--- config.mk ---
export PLATFORM = sky130hd
export DESIGN_NAME = life_gen_scheduler
export DESIGN_NICKNAME = d
export VERILOG_FILES = /design/src/rtl/life_gen_scheduler.sv
export SDC_FILE = /design/constraint.sdc
export NUM_CORES = 1
export LEC_CHECK = 0
export ABC_AREA = 1
export ABC_CLOCK_PERIOD_IN_PS = 7310
export BUFFER_PORTS_ARGS = -buffer_cell sky130_fd_sc_hd__buf_2
export CAP_MARGIN = 15
export CORE_AREA = 2 2 130 258
export CTS_CLUSTER_SIZE = 30
export DETAILED_ROUTE_END_ITERATION = 12
export DIE_AREA = 0 0 132 260
export PLACE_DENSITY_LB_ADDON = 0.25
export SLEW_MARGIN = 25
export SYNTH_ARGS = -nofsm -noshare
export SYNTH_HDL_FRONTEND = slang
export SYNTH_SLANG_ARGS = --single-unit
--- constraint.sdc ---
create_clock -name clk -period 7.31 [get_ports clk]
set_clock_uncertainty 0.15 [all_clocks]
set_input_delay 1.462 -clock clk [delete_from_list [all_inputs] [get_ports clk]]
set_output_delay 1.462 -clock clk [all_outputs]
set_load 0.03 [all_outputs]
--- src/rtl/life_gen_scheduler.sv ---
// 8x8 toroidal Game-of-Life (B3/S23) grid register with load/run/pause/step sequencing
// and automatic halt on extinction, still life or generation-counter saturation.
module life_gen_scheduler #(
   parameter int TICK_DIV = 12_500_000,
   parameter int TICK_W   = 24,
   parameter int GEN_W    = 16
) (
   input  logic             clk,
   input  logic             reset,
   input  logic             load,
   input  logic [63:0]      seed,
   input  logic             start,
   input  logic             pause,
   input  logic             step,
   output logic [63:0]      grid,
   output logic [GEN_W-1:0] gen_count,
   output logic             gen_pulse,
   output logic             running,
   output logic             halted,
   output logic [1:0]       halt_reason
);

   typedef enum logic [1:0] {
      IDLE  = 2'd0,
      PAUSE = 2'd1,
      RUN   = 2'd2,
      HALT  = 2'd3
   } state_t;

   state_t            state_q, state_d;
   logic [63:0]       grid_q, grid_d;
   logic [GEN_W-1:0]  gen_q, gen_d;
   logic [TICK_W-1:0] tick_q, tick_d;
   logic [1:0]        reason_q, reason_d;
   logic              pulse_q, pulse_d;

   logic [63:0]       next_grid;
   logic [GEN_W-1:0]  gen_inc;
   logic              tick_terminal;
   logic              apply;

   assign gen_inc       = gen_q + GEN_W'(1);
   assign tick_terminal = (tick_q == TICK_W'(TICK_DIV - 1));

   // Each cell sums its eight wrap-around neighbours; rows and columns wrap modulo 8.
   genvar gi;
   generate
      for (gi = 0; gi < 64; gi++) begin : g_cell
         localparam int R  = gi / 8;
         localparam int C  = gi % 8;
         localparam int RU = (R + 7) % 8;
         localparam int RD = (R + 1) % 8;
         localparam int CL = (C + 7) % 8;
         localparam int CR = (C + 1) % 8;
         logic [3:0] n_cnt;
         assign n_cnt = {3'b000, grid_q[RU*8+CL]} + {3'b000, grid_q[RU*8+C]}
                      + {3'b000, grid_q[RU*8+CR]} + {3'b000, grid_q[R*8+CL]}
                      + {3'b000, grid_q[R*8+CR]}  + {3'b000, grid_q[RD*8+CL]}
                      + {3'b000, grid_q[RD*8+C]}  + {3'b000, grid_q[RD*8+CR]};
         assign next_grid[gi] = (n_cnt == 4'd3) | (grid_q[gi] & (n_cnt == 4'd2));
      end
   endgenerate

   always_comb begin
      state_d  = state_q;
      grid_d   = grid_q;
      gen_d    = gen_q;
      tick_d   = tick_q;
      reason_d = reason_q;
      pulse_d  = 1'b0;
      apply    = 1'b0;

      if (load) begin
         grid_d   = seed;
         gen_d    = '0;
         tick_d   = '0;
         reason_d = 2'b00;
         state_d  = PAUSE;
      end else begin
         case (state_q)
            PAUSE: begin
               if (pause) begin
                  state_d = PAUSE;
               end else if (start) begin
                  state_d = RUN;
               end else if (step) begin
                  apply = 1'b1;
               end
            end
            RUN: begin
               // A pause on the terminal edge still lets that generation land.
               if (tick_terminal) begin
                  tick_d = '0;
                  apply  = 1'b1;
               end else if (!pause) begin
                  tick_d = tick_q + TICK_W'(1);
               end
               if (pause) begin
                  state_d = PAUSE;
               end
            end
            default: begin
               state_d = state_q;
            end
         endcase

         if (apply) begin
            grid_d  = next_grid;
            gen_d   = gen_inc;
            pulse_d = 1'b1;
            if (next_grid == 64'd0) begin
               state_d  = HALT;
               reason_d = 2'b01;
            end else if (next_grid == grid_q) begin
               state_d  = HALT;
               reason_d = 2'b10;
            end else if (gen_inc == {GEN_W{1'b1}}) begin
               state_d  = HALT;
               reason_d = 2'b11;
            end
         end
      end
   end

   always_ff @(posedge clk) begin
      if (reset) begin
         state_q  <= IDLE;
         grid_q   <= '0;
         gen_q    <= '0;
         tick_q   <= '0;
         reason_q <= 2'b00;
         pulse_q  <= 1'b0;
      end else begin
         state_q  <= state_d;
         grid_q   <= grid_d;
         gen_q    <= gen_d;
         tick_q   <= tick_d;
         reason_q <= reason_d;
         pulse_q  <= pulse_d;
      end
   end

   assign grid        = grid_q;
   assign gen_count   = gen_q;
   assign gen_pulse   = pulse_q;
   assign running     = (state_q == RUN);
   assign halted      = (state_q == HALT);
   assign halt_reason = reason_q;

endmodule

* Word-level counts from Yosys, hierarchy flattened
Index checks and enable logic that the tools add are counted.
** Operators by class
- Eq/ne operators :: 135
- $lt $le $gt $ge :: 0
- Add/subtract/negate cells :: 450
- Mux-type cells :: 23
- Bitwise operators :: 128
- $mul :: 0
- Reductions and logical operators :: 6
- Shifts and indexed selects :: 0
- Divide/modulo/power cells :: 0
** Operator list (count)
- $add 4x1->4 :: 256
- $eq 4x2->1 const B :: 128
- $add 3x1->4 :: 64
- $add 2x1->3 :: 64
- $add 1x1->2 :: 64
- $mux 64 :: 2
- $and 1x1->1 :: 64
- $eq 64x64->1 :: 1
- $logic_not 64->1 :: 1
- $or 1x1->1 :: 64
- $mux 24 :: 2
- $add 24x1->24 const B :: 1
- $eq 24x24->1 const B :: 1
- $mux 2 :: 10
- $add 16x1->16 const B :: 1
- $eq 16x16->1 const B :: 1
- $mux 1 :: 7
- $eq 2x2->1 const B :: 2
- $pmux 2 s2 :: 1
- $reduce_and 2->1 :: 2
- $reduce_bool 3->1 :: 1
- $eq 2x1->1 const B :: 1
- $ne 2x1->1 const B :: 1
- $pmux 1 s2 :: 1
- other kinds (2) :: 2
** Storage, ports and cells
- Output and inout port bits :: 85
- Latch bits :: 0
- Memory bits (read-only) :: 0
- RAM bits :: 0
- Memories :: 0
- Register bits :: 109
- Logic and storage cells :: 749
- Input port bits :: 70

* Longest topological paths before layout
Gate-level depths: netlist of run 1.
- Depth after elaboration :: 15
- Depth in mapped cells :: 26
- Gate-level depth less buffers :: 26

* Least setup slack after synthesis of run 1
No wires, ideal clock.
- Path kind :: flip-flop to flip-flop
- Start point :: register grid_q[24], in the netlist grid[24]
- End point :: register reason_q[1], in the netlist halt_reason[1]
- Arrival time :: 4167 ps
- Buffers on the path :: 0
- Path slack :: 2872 ps
- Library setup time :: 121 ps
- Period minus slack after synthesis :: 4438 ps
- Required time :: 7039 ps
- Stages on the path, launching flop included :: 23
- Cells stage by stage :: dfxtp_1 -> inv_1 -> fa_1 -> fa_1 -> fa_1 -> inv_1 -> ha_1 -> fa_1 -> o21ai_0 -> nor2_1 -> nand2_1 -> nand2_1 -> nand2_1 -> nor2_1 -> nand2_1 -> nor2_1 -> nand2_1 -> nor2_1 -> nand2_1 -> nand2_1 -> nand2_1 -> nand2_1 -> a21oi_1
** Between the ends
- Longest elaborated chain between the ends :: 13
- Elaborated cells on any way between the ends :: 75
** Ends and longest elaborated chain
- start: declaration :: line 31 : logic [63:0] grid_q, grid_d;
- start signal: assignment :: line 135 : grid_q <= grid_d;
- $add 1x1->2 :: line 56 : assign n_cnt = {3'b000, grid_q[RU*8+CL]} + {3'b000, grid_q[RU*8+C]}
- $add 2x1->3 :: line 57 : + {3'b000, grid_q[RU*8+CR]} + {3'b000, grid_q[R*8+CL]}
- $add 3x1->4 :: line 57
- $add 4x1->4 (2 in a row) :: line 58 : + {3'b000, grid_q[R*8+CR]} + {3'b000, grid_q[RD*8+CL]}
- $add 4x1->4 (2 in a row) :: line 59 : + {3'b000, grid_q[RD*8+C]} + {3'b000, grid_q[RD*8+CR]};
- $eq 4x2->1 :: line 60 : assign next_grid[gi] = (n_cnt == 4'd3) | (grid_q[gi] & (n_cnt == 4'd2));
- $and 1x1->1 :: line 60
- $or 1x1->1 :: line 60
- $eq 64x64->1 / $logic_not 64->1 (equally long branches) :: line 114, 111
- $reduce_bool 3->1 (no source line) / $mux 2 (equally long branches)
- $reduce_and 2->1 (no source line) / $mux 2 (equally long branches)
- end signal: assignment :: line 138 : reason_q <= reason_d;
- end: declaration :: line 34 : logic [1:0] reason_q, reason_d;
Several ways; a longest one is shown, not always the timed one.
A chain may end at the register's enable or synchronous reset.

* Worst setup path in the final report of run 1
- Start point :: register grid_q[13], in the netlist grid[13]
- End point :: register reason_q[0], in the netlist halt_reason[0]
The elaborated chain is that of the path after synthesis.

==> results of run 1 <==
state kept, by name, summed over array words and instances, names as in the netlist:
| signal | cells |
|---|---|
| gen_count | 16 |
| gen_pulse | 1 |
| grid | 64 |
| halt_reason | 2 |
| tick_q | 24 |
| state_q | 2 |
cells by family after synthesis:
kind of cell | count (synthesis)
compound gates | 245
xor+xnor | 11
fa+ha+maj | 453
buf+inv | 477
flops | 109
simple gates | 1117
stage by stage:
step / utilization [%] / total power, mW / worst slack, ns / hold slack, ns / instances
6_report: 58.9 / 2.91 / 1.97 / 0.343 / 2979
3_5_place_dp: 58.0 / 2.37 / 2.09 / 0.329 / 2963
2_1_floorplan: - / 1.87 / 2.87 / 0.293 / 2412
4_1_cts: 58.9 / 2.92 / 2.06 / 0.342 / 2979
3_3_place_gp: 58.0 / 2.28 / 2.11 / 0.322 / 2963
5_1_grt: 58.9 / 3.19 / 1.66 / 0.379 / 2979
Yosys cell counts, types with 2 or more instances:
master and n:
dfxtp_1 109, inv_1 436, nor3_1 29, nand2_1 619, nand3b_1 5, inv_2 2
clkbuf_1 20, buf_1 3, o21ai_0 95, a21oi_1 118, nor4_1 9, nand4_1 17
buf_2 9, or2_2 4, buf_6 2, buf_4 3, ha_1 198, a211oi_1 2
nor3_2 2, nor2_1 306, nand3_1 115, nand2_2 6, xor2_1 10, fa_1 255
a31oi_1 28
layout make-up:
cell class	count	area, sq um
inverter	440	1650
timing repair buffer	161	826
clock buffer	9	225
tap	427	534
fill	3091	13200
clock inverter	7	80.1
multi-input combinational	1826	13500
sequential	109	2180
final timing paths:
| check | startpoint | end | cells after the start | slack (ns) |
|---|---|---|---|---|
| worst max register to register | grid[13] | halt_reason[0] | 23 | 1.97 |
| worst min register to register | halt_reason[1] | halt_reason[1] | 2 | 0.34 |
| worst min-delay path | halt_reason[1] | halt_reason[1] | 2 | 0.34 |
| worst max-delay path | grid[13] | halt_reason[0] | 23 | 1.97 |
worst max-delay path: stages, from the launching register on:
cell and delay [ns]:
dfxtp_1 0.64, inv_1 0.41, fa_1 0.61, fa_1 0.43, fa_1 0.49, inv_1 0.05, ha_1 0.20, fa_1 0.48
o21ai_0 0.07, nor2_1 0.14, nand2_1 0.10, nand2_1 0.07, nand2_1 0.05, a21oi_1 0.36, nand2_1 0.09, nor2_1 0.13
nand2_1 0.09, nor2_1 0.20, nand2_1 0.09, nand2_1 0.09, nand2_1 0.10, nand2_1 0.09, nand2_1 0.05, nor2_1 0.11
cells in the final DEF, fill, tap and decap left out, types with 2 or more instances in the layout:
cell type,netlist,layout
nand2_1,619,619
inv_1,436,435
nor2_1,306,305
fa_1,255,255
ha_1,198,198
buf_2,9,153
a21oi_1,118,118
nand3_1,115,115
dfxtp_1,109,109
o21ai_0,95,95
nor3_1,29,29
a31oi_1,28,28
nand4_1,17,17
xor2_1,10,10
nor4_1,9,9
clkbuf_16,0,9
buf_4,3,8
nand2_2,6,6
nand3b_1,5,5
or2_2,4,4
inv_2,2,3
nor3_2,2,2
nor2_4,1,2
a211oi_1,2,2
clkinv_4,0,2
inv_8,0,2
clkinv_8,0,2
metal layers:
metal	GRT usage [%]	up-vias	share of wire, %
met3	4.19	300	4.5
met1	31.8	7769	33
met2	60.8	594	53
li1	-	7757	-
met4	29.6	0	9.8
met5	0	-	0
where the power goes:
group / leakage, nW / switching (mW) / total [mW] / internal [mW]
combinational: 9.22 / 1.11 / 1.71 / 0.603
clock: 0.145 / 0.293 / 0.537 / 0.244
sequential: 0.891 / 0.0478 / 0.663 / 0.616
total: 10.3 / 1.45 / 2.91 / 1.46
==> summary.md, run 1 <==
| Metric | Value |
|---|---|
| Worst-Margin Slew | 0.859 ns |
| Final ANT Viol Nets | 0 |
| Max-slew headroom | 42.3% |
| Post-route cell area | 19000 sq um |
| Area leader, netlist | fa_1 |
| Area growth syn-to-layout | 8.55% |
| DIE HEIGHT | 260 microns |
| Status | finished, final reports clean |
| # diodes | 0 |
| Unrepaired setup endpoints after global routing | no |
| Starting Density | 54.3% |
| Post-DP HPWL | 45.0 mm |
| Residual DRC count | 0 |
| Port bufs | 154 |
| Placeable Area | 32200 sq um |
| Max Slew Vio Count | 0 |
| Setup violators final | 0 |
| H-tree depth | 3 |
| Critical Path End Type | register |
| Hold crit path type | register to register |
| PD cells | 153 nW/um^2 |
| Async S/R FF share, synth | 0% |
| Clock slew at reported path FFs | 0.10 ns |
| Post-CTS repair timing setup buffer count | 0 |
| # IOs | 155 |
| Combinational family with the most area after synthesis | adder cells |
| Number of global-route vias before repair | 17.3k |
| Largest net degree at the start of global routing | 52 |
| Yosys Warn Count | 0 |
| Final WL | 55.5 mm |
| Simple-gate share of the synthesized area | 25.9% |
| TNS Setup | 0 ns |
| CTS buffer count | 9 |
| Startpoint types | register |
| Total of max-cap violations | 0 |
| CTS tree | done |
| Mux contribution to synthesized area | 0% |
| Sequential area share after synthesis | 12.5% |
| Synth Area in Adders | 43.3% |
| Total number of vias | 16.4k |
| First-pass GRT wire length | 87.3 mm |
| Yosys cell types | 35 |
| Clock Sink Count | 109 |
| Share of post-route cells with drive strength above 1 | 7.80% |
| WP data arrival | 5.53 ns |
| Post-synth EDFFs | 0 |
| Total track usage | 33.0% |
| Routability cong. | 0.985 |
| CP Data Required Time | 7.50 ns |
| Post-CTS Resized | 0 |
| Maximum clock path buffer count | 2 |
| Net Count, Synth | 2935 |
| Vias per cell | 5.51 |
| Synth Flop Type | dfxtp_1 |
| Routed len/inst | 18.6 microns |
| Die footprint | 34300 sq um |
| Hold buffers post-CTS | 0 |
| Highest clock rate | 0.187 GHz |
| Top cell type's share of synthesized area | 29.2% |
| Final period util | 73.1% |
| Peak supply drop | 0.130 mV |
| Root Buffer | clkbuf_16 |
| Crit Path Max Fanout | 7 |
| Cell row count | 93 |
| Final hold vios | 0 |
| Compound-Gate Fraction of Synth Area | 7.26% |
| DP Area | 18700 sq um |
| Post-Synth XOR/XNOR Area | 0.551% |
| Minimum clock period | 5.34 ns |
| Yosys reg bits | 109 |
| Syn Area/Cell | 7.26 sq um |
| Worst skew pair latency | 0.40 ns |
| Leakage | 10.3 nW |
| Grt total ovfl | 0 |
| Die Width | 132 microns |
| DR iter-0 viols | 838 |
| First-pass DRT Iterations | 5 |
| Cells after Synth | 2412 |
| WS Path Type | register to register |
| Fin nets | 3070 |
| Ranking of synthesized cells by area | fa_1 (29%), ha_1 (14%), nand2_1 (13%) |
| Cell area after synthesis | 17500 sq um |
| Initial antenna violation count | 0 |
(Power assumes the default switching activity.)
==> inputs of run 2 (changes only) <==
--- a/config.mk
+++ b/config.mk
@@ -6,7 +6,7 @@
 export NUM_CORES = 1
 export LEC_CHECK = 0
 export ABC_AREA = 1
-export ABC_CLOCK_PERIOD_IN_PS = 7310
+export ABC_CLOCK_PERIOD_IN_PS = 5200
 export BUFFER_PORTS_ARGS = -buffer_cell sky130_fd_sc_hd__buf_2
 export CAP_MARGIN = 15
 export CORE_AREA = 2 2 130 258
==> constraint.sdc (replaced) <==
create_clock -name clk -period 5.2 [get_ports clk]
set_clock_uncertainty 0.15 [all_clocks]
set_input_delay 1.04 -clock clk [delete_from_list [all_inputs] [get_ports clk]]
set_output_delay 1.04 -clock clk [all_outputs]
set_load 0.03 [all_outputs]
==> summary.md, run 2 (synthesized netlist as in run 1, its figures left out) <==
| Metric | Value |
|---|---|
| Status | finished, final reports clean |
| Routed len/inst | 18.6 microns (-0.31%) |
| # diodes | 0 (unchanged) |
| Multi-input gate area | 13500 sq um (about the same) |
| Total track usage | 34.1% (+1.1 points) |
| Grt total ovfl | 0 (unchanged) |
| Worst-Margin Slew | 0.896 ns (+0.0373 ns) |
| Max-slew headroom | 40.2% (-2.0 points) |
| Cell row count | 93 (unchanged) |
| Sequential cell area | 2180 sq um (+0.12%) |
| DIE HEIGHT | 260 microns (unchanged) |
| Leading cell types in the layout, fill and taps excluded | nand2_1 (619), inv_1 (430), nor2_1 (304) |
| WS Path Type | register to register |
| WP data arrival | 5.04 ns (-0.49 ns) |
| Max reg flops | 64 (unchanged) |
| CTS buffer count | 9 (unchanged) |
| PD cells | 212 nW/um^2 (+38%) |
| Placeable Area | 32200 sq um (unchanged) |
| Routability cong. | 0.956 (-2.9%) |
| Layout fillers | 3039 (-1.7%) |
| Final hold vios | 0 (unchanged) |
| Max Slew Vio Count | 0 (unchanged) |
| Cell Count, Final, Fillers Out | 3082 (+3.5%) |
| Unrepaired setup endpoints after global routing | no |
| Total number of vias | 16.9k (+3.0%) |
| Final WL | 57.2 mm (+3.1%) |
| Commonest non-fill, non-tap cell in the layout | nand2_1 |
| Port bufs | 154 (unchanged) |
| TNS Setup | 0 ns (unchanged) |
| CTS tree | done |
| First-pass GRT wire length | 89.6 mm (+2.7%) |
| Initial antenna violation count | 1 (+1) |
| Maximum clock path buffer count | 2 (unchanged) |
| Clock Sink Count | 109 (unchanged) |
| Largest net degree at the start of global routing | 45 (-13%) |
| Minimum clock period | 4.91 ns (-0.432 ns) |
| Leakage | 10.7 nW (+4.7%) |
| Placed insts | 3051 (+3.0%) |
| Hold crit path type | register to register |
| Share of post-route cells with drive strength above 1 | 11.7% (+3.9 points) |
| Clock slew at reported path FFs | 0.10 ns (about the same) |
| Starting Density | 54.3% (unchanged) |
| Worst hold stages | 2 (unchanged) |
| Hold buffers post-CTS | 0 (unchanged) |
| Fin Hold WS | 0.337 ns (-0.00574 ns) |
| Critical Path End Type | register |
| H-tree depth | 3 (unchanged) |
| Final period util | 94.5% (+21 points) |
| Residual DRC count | 0 (unchanged) |
| CP Data Required Time | 5.33 ns (-2.17 ns) |
| Die Width | 132 microns (unchanged) |
| # IOs | 155 (unchanged) |
| Post-DP HPWL | 47.0 mm (+4.6%) |
| Crit Path Max Fanout | 5 (-2) |
| Startpoint types | register |
| First-pass DRT Iterations | 5 (unchanged) |
| Peak supply drop | 0.198 mV (+53%) |
| Area growth syn-to-layout | 13.1% |
| Die footprint | 34300 sq um (unchanged) |
| DR iter-0 viols | 868 (+3.6%) |
| Total of max-cap violations | 0 (unchanged) |
| Worst skew pair latency | 0.41 ns (about the same) |
| Reg2reg path depth | 24 (+4.3%) |
| Vias per cell | 5.49 (-0.45%) |
| Setup violators final | 0 (unchanged) |
| Highest clock rate | 0.204 GHz (+8.8%) |
| Root Buffer | clkbuf_16 |
| Final ANT Viol Nets | 0 (unchanged) |
| Fin nets | 3173 (+3.4%) |
| Number of global-route vias before repair | 17.6k (+1.7%) |
==> run 2: cell count changes in the layout (fill, tap and decap cells not counted), sizes merged <==
cell	previous run	this run
buf	161	264
clkinvlp	1	5
inv	441	438
clkinv	5	4
==> run 2: final cells by class <==
type                            count  share of cell area (%)
Inverter                          440                    8.45
Multi-Input combinational cell   1826                    68.2
Clock inverter                      7                   0.436
Clock buffer                        9                    1.14
Sequential cell                   109                    11.0
Timing Repair Buffer              264                    8.08
Tap cell                          427                    2.70
==> run 2: power breakdown <==
group | switching [mW] | internal, mW
combinational | 1.59 | 0.910
sequential | 0.0374 | 0.866
clock | 0.444 | 0.348
==> run 2: worst max-delay path: stages, from the launching register on <==
cell        delay (ns)
dfxtp_1           0.39
clkinvlp_4        0.16
buf_4             0.17
fa_1              0.50
fa_1              0.46
fa_1              0.50
inv_1             0.04
ha_1              0.20
fa_1              0.47
o21ai_0           0.07
nor2_1            0.12
nand2_1           0.13
nand2_1           0.08
nand2_1           0.05
nor2_1            0.09
nand2_1           0.13
nor2_1            0.23
buf_4             0.15
nand2_1           0.08
nor2_1            0.13
nand2_1           0.14
nand2_1           0.10
nand2_1           0.11
nand2_1           0.11
a21oi_1           0.06
==> run 2: through the flow <==
step | total power [mW] | setup slack (ns) | util, % | area [sq um]
after floorplan | 2.62 | 0.762 | - | 17500
after global placement | 3.25 | 0.138 | 60.0 | 19300
after detailed placement | 3.37 | 0.0914 | 60.0 | 19300
after CTS | 4.18 | 0.0740 | 61.0 | 19700
after global routing | 4.59 | 0.0215 | 61.4 | 19800
final | 4.19 | 0.287 | 61.4 | 19800
==> run 2: repair_timing <==
item | in CTS | in global routing
setup endpoints to repair | 0 | 4
buffers inserted | 0 | 15
resized for setup | 0 | 10
==> run 2: worst paths after layout <==
| path | start | to | slack [ns] |
|---|---|---|---|
| hold reg to reg | halt_reason[1] | halt_reason[1] | 0.34 |
| hold / removal | halt_reason[1] | halt_reason[1] | 0.34 |
| setup reg to reg | grid[10] | halt_reason[1] | 0.29 |
| setup / recovery | grid[10] | halt_reason[1] | 0.29 |
==> run 2: per-layer routing <==
metal	track usage (%)	vias to the layer above	share of wire (%)
li1	-	7967	-
met1	32.3	7997	33
met2	63.6	656	53
met3	4.50	292	4.8
met4	29.9	0	10
met5	0	-	0
